<file path="src/rtl/divider_32bit_seq.sv">
// Iterative radix-2 restoring divider: one quotient bit per clock, WIDTH-bit quotient and remainder.
// Define SIGNED_DIV_EN for two's-complement operands; otherwise the divider is purely unsigned.
module divider_32bit_seq #(
  parameter int WIDTH = 32
) (
  input  logic             clk,
  input  logic             rst,
  input  logic             start,
  input  logic [WIDTH-1:0] dividend,
  input  logic [WIDTH-1:0] divisor,
  output logic             busy,
  output logic             done,
  output logic [WIDTH-1:0] quotient,
  output logic [WIDTH-1:0] remainder,
  output logic             div_by_zero
);

  localparam int CNT_W = $clog2(WIDTH);
  localparam logic [1:0] S_IDLE = 2'd0;
  localparam logic [1:0] S_CALC = 2'd1;
  localparam logic [1:0] S_DONE = 2'd2;

  logic [1:0]       r_state;
  logic [CNT_W-1:0] r_count;
  logic [WIDTH-1:0] r_rem;
  logic [WIDTH-1:0] r_quo;
  logic [WIDTH-1:0] r_divisor;
  logic             r_dbz;

  logic [WIDTH:0]   w_shift;
  logic             w_fits;
  logic [WIDTH-1:0] w_remNext;
  logic [WIDTH-1:0] w_quoNext;
  logic             w_last;
  logic [WIDTH-1:0] w_opA;
  logic [WIDTH-1:0] w_opB;
  logic [WIDTH-1:0] w_quoFinal;
  logic [WIDTH-1:0] w_remFinal;

  // The shifted partial remainder carries one extra bit so the compare never overflows.
  assign w_shift   = {r_rem, r_quo[WIDTH-1]};
  assign w_fits    = (w_shift >= {1'b0, r_divisor});
  assign w_remNext = w_fits ? WIDTH'(w_shift - {1'b0, r_divisor}) : w_shift[WIDTH-1:0];
  assign w_quoNext = {r_quo[WIDTH-2:0], w_fits};
  assign w_last    = (r_count == CNT_W'(WIDTH - 1));

`ifdef SIGNED_DIV_EN
  logic r_negQ;
  logic r_negR;

  assign w_opA      = dividend[WIDTH-1] ? -dividend : dividend;
  assign w_opB      = divisor[WIDTH-1]  ? -divisor  : divisor;
  assign w_quoFinal = r_negQ ? -w_quoNext : w_quoNext;
  assign w_remFinal = r_negR ? -w_remNext : w_remNext;

  always_ff @(posedge clk) begin
    if (rst) begin
      r_negQ <= 1'b0;
      r_negR <= 1'b0;
    end else if (r_state == S_IDLE && start) begin
      r_negQ <= dividend[WIDTH-1] ^ divisor[WIDTH-1];
      r_negR <= dividend[WIDTH-1];
    end
  end
`else
  assign w_opA      = dividend;
  assign w_opB      = divisor;
  assign w_quoFinal = w_quoNext;
  assign w_remFinal = w_remNext;
`endif

  // A zero divisor skips the iterations and reports all-ones quotient with the dividend as remainder.
  always_ff @(posedge clk) begin
    if (rst) begin
      r_state   <= S_IDLE;
      r_count   <= '0;
      r_rem     <= '0;
      r_quo     <= '0;
      r_divisor <= '0;
      r_dbz     <= 1'b0;
    end else begin
      case (r_state)
        S_IDLE: begin
          if (start) begin
            r_count   <= '0;
            r_divisor <= w_opB;
            if (divisor == '0) begin
              r_quo   <= '1;
              r_rem   <= dividend;
              r_dbz   <= 1'b1;
              r_state <= S_DONE;
            end else begin
              r_quo   <= w_opA;
              r_rem   <= '0;
              r_dbz   <= 1'b0;
              r_state <= S_CALC;
            end
          end
        end
        S_CALC: begin
          r_count <= r_count + 1'b1;
          if (w_last) begin
            r_quo   <= w_quoFinal;
            r_rem   <= w_remFinal;
            r_state <= S_DONE;
          end else begin
            r_quo <= w_quoNext;
            r_rem <= w_remNext;
          end
        end
        S_DONE:  r_state <= S_IDLE;
        default: r_state <= S_IDLE;
      endcase
    end
  end

  assign busy        = (r_state == S_CALC);
  assign done        = (r_state == S_DONE);
  assign quotient    = r_quo;
  assign remainder   = r_rem;
  assign div_by_zero = r_dbz;

endmodule

</file>
<file path="config.mk">
export PLATFORM = sky130hd
export DESIGN_NAME = divider_32bit_seq
export DESIGN_NICKNAME = d
export VERILOG_FILES = /design/src/rtl/divider_32bit_seq.sv
export SDC_FILE = /design/constraint.sdc
export NUM_CORES = 1
export LEC_CHECK = 0
export BUFFER_PORTS_ARGS = -buffer_cell sky130_fd_sc_hd__buf_2
export CORE_AREA = 2 2 173 133
export DETAILED_ROUTE_END_ITERATION = 8
export DIE_AREA = 0 0 175 135
export PLACE_DENSITY = 0.5
export SLEW_MARGIN = 5
export SYNTH_ARGS = -nofsm -noshare
export SYNTH_HDL_FRONTEND = slang
export SYNTH_SLANG_ARGS = --single-unit
</file>
<file path="constraint.sdc">
create_clock -name clk -period 3.2 [get_ports clk]
set_input_delay 0.96 -clock clk [delete_from_list [all_inputs] [get_ports clk]]
set_output_delay 0.96 -clock clk [all_outputs]
set_load 0.005 [all_outputs]
</file>
==> reports/results.txt <==
row cnt = 47
worst path cell trace = inv_1 > ha_2 > inv_1 > fa_2 > a21o_1 > a311o_1 > a21o_1 > a221o_2 > a221oi_4 > o41a_2 > xor2_1 > a21oi_1
Die Wd = 175 um
final non-filler cell total = 1,305
CTS max path bufs = 2
DR pass1 iterations = 5
Max-Cap Viols = 0
NumNets Final = 1,108
initial drt markers = 548
crit end category = register
area leader, netlist = dfxtp_1
gr ovfl total = 0
# setup viols final = 0
Layout area overhead = 22.9%
most common flop cell mapped by yosys = dfxtp_1
TritonCTS clock tree = yes
Seq/Total Area, Yosys = 0.321
Critical Path RT = 3.45 ns
Sink Count = 104
pin slew with the least headroom to its limit = 0.761 ns
Fin. Hold Viols = 0
fin crit share = 0.959
worst r2r path cells = 12
port bufs = 133
vias in the first global route = 6,423
syn avg cell area = 7.37 um^2
clk_skew = 0.0120 ns
Setup WS post-layout = 0.132 ns
Rel. slew slack = 0.491
die area = 23,600 um^2
Via Count = 6,902
CP max-delay cell = a221o_2
Yosys warnings = 0
placed instance area = 7660 um^2
Critical Path Fanout Max = 4
Hold Path Class = register to register
share of the synthesized area in the top cell type = 0.321
cell area after layout = 7980 um^2
Vias/cell = 5.29
critical path class = register to register
Clk pin slew, worst setup/hold paths = 0.08 ns
initial antenna violation count = 0
routability cong. = 0.856
Synth async-reset ratio = 0
P per Cell Area = 613 nW/um^2
wire per inst = 17.6 um
H-tree levels = 3
routed wire length = 23.0 mm
number of flops mapped to enable cells by yosys = 0
Starting Density = 0.298
#FFs+latches synth = 104
Post-Syn Area = 6490 um^2
Achievable Freq = 326 MHz
largest net degree at the start of global routing = 72
Hold Worst Slack = 0.457 ns
max-slew violations = 0
Synth Instances = 881
hold path cells = 2
WP data arrival = 3.32 ns
Yosys cell types = 66
Clock Latency Late Sink = 0.37 ns
minimum clock period = 3.07 ns
main area contributors after synthesis = dfxtp_1 (32%), a21oi_1 (9.1%), ha_1 (6.5%)
Place WS = 0.0506 ns
Die Y = 135 um
P_leak = 3.49 nW
Max VDD drop = 456 uV
CTS buffer count = 9
CTS Root Cell = clkbuf_16
global-route wire length before repair = 35.7 mm
GRT Total Usage = 0.194
post-synth net total = 983
remaining routing DRC violations = 0
status = finished, final reports clean
post-layout util = 0.366
# IOs = 134
Final HPWL DP = 17.3 mm
ANT cells = 0
ANT nets after route = 0
total core area = 21,800 um^2
layout cells sized above 1 = 0.209
Post-Place Cells = 1,287
crit path launch type = register
max incr delay on CP = 0.41 ns
[critical path, delay by kind of cell (launching register included)]
family,cells,cell delay (ns)
adder cells (fa/ha/maj),2,0.53
AO/OA/AOI/OAI,7,1.84
buffers and inverters,2,0.12
XOR/XNOR,1,0.14
flip-flops,1,0.33
[stage by stage]
| stage | TNS, ns | total power, W |
|---|---|---|
| after CTS | 0 | 0.00490 |
| final | 0 | 0.00489 |
| after global placement | 0 | 0.00375 |
| after floorplan | 0 | 0.00302 |
| after global routing | -0.00620 | 0.00521 |
| after detailed placement | 0 | 0.00374 |
[cell type report]
class                           instances  area, um^2
Fill cell                            2333       13800
Multi-Input combinational cell        674        3990
Sequential cell                       104        2080
Timing Repair Buffer                  176        1090
Tap cell                              294         368
Clock buffer                            9         225
Inverter                               41         154
Clock inverter                          7        71.3
[what timing repair did]
action                                  CTS  global route
gates resized for setup                   0             4
endpoints found under the hold margin     0             0
hold buffers                              0             0
endpoints found under the setup margin    0             7
buffers inserted                          0             2
[layout by cell type (no fill, tap or decap), types with 5 or more instances in the layout]
master	instances
buf_2	133
a21oi_1	117
nand2_1	113
dfxtp_1	104
nor2_1	85
nor3_1	51
inv_1	40
nor4_1	40
buf_4	35
ha_1	33
o21ai_0	24
nand3_1	23
mux2i_1	16
xnor2_1	13
a21o_1	12
xor2_1	12
and3_1	11
nand4_1	11
or3_1	11
a31oi_1	10
clkbuf_16	9
buf_12	8
a221oi_1	7
nor2b_1	6
nand2b_1	6
o21a_1	5
and2_1	5
[metal layers]
metal  up-vias  track usage  share of wire
met1      3280        0.275           0.49
met5         -            0              0
met3        19       0.0366          0.057
met4         0       0.0421          0.011
met2       205        0.304           0.44
li1       3398            -              -
[power breakdown]
group | switching (W) | leakage [nW] | total [W] | internal, W
clock | 0.000590 | 0.139 | 0.00114 | 0.000553
combinational | 0.00126 | 2.50 | 0.00222 | 0.000968
sequential | 0.000112 | 0.856 | 0.00153 | 0.00142
[logic make-up (layout without fill, tap and decap cells)]
| kind of cell | Yosys count | count (layout) | share of synthesized area |
|---|---|---|---|
| buf+inv | 103 | 233 | 0.0692 |
| flops | 104 | 104 | 0.321 |
| mux | 17 | 17 | 0.0264 |
| xor+xnor | 25 | 25 | 0.0337 |
| simple gates | 374 | 374 | 0.271 |
| fa+ha+maj | 35 | 35 | 0.0686 |
| compound gates | 223 | 223 | 0.211 |
[sequential cells by signal, summed over array words and instances (netlist names)]
signal       cells
r_state          2
remainder       32
quotient        32
div_by_zero      1
r_count          5
r_divisor       32
[worst paths after layout]
path	start	to	slack, ns
max	quotient[31]	remainder[28]	0.13
min	r_divisor[9]	r_divisor[9]	0.46
max reg2reg	quotient[31]	remainder[28]	0.13
min reg2reg	r_divisor[9]	r_divisor[9]	0.46
[Yosys cell counts, drive strengths merged, types with 10 or more instances]
master,count
nor4,40
nor2,86
and3,12
xnor2,13
nand2,113
a21o,13
nor3,51
ha,34
xor2,12
inv,41
or3,12
nand3,23
nand4,11
a21oi,118
a31oi,10
clkbuf,53
mux2i,16
dfxtp,104
o21ai,27
(Power assumes the default switching activity.)
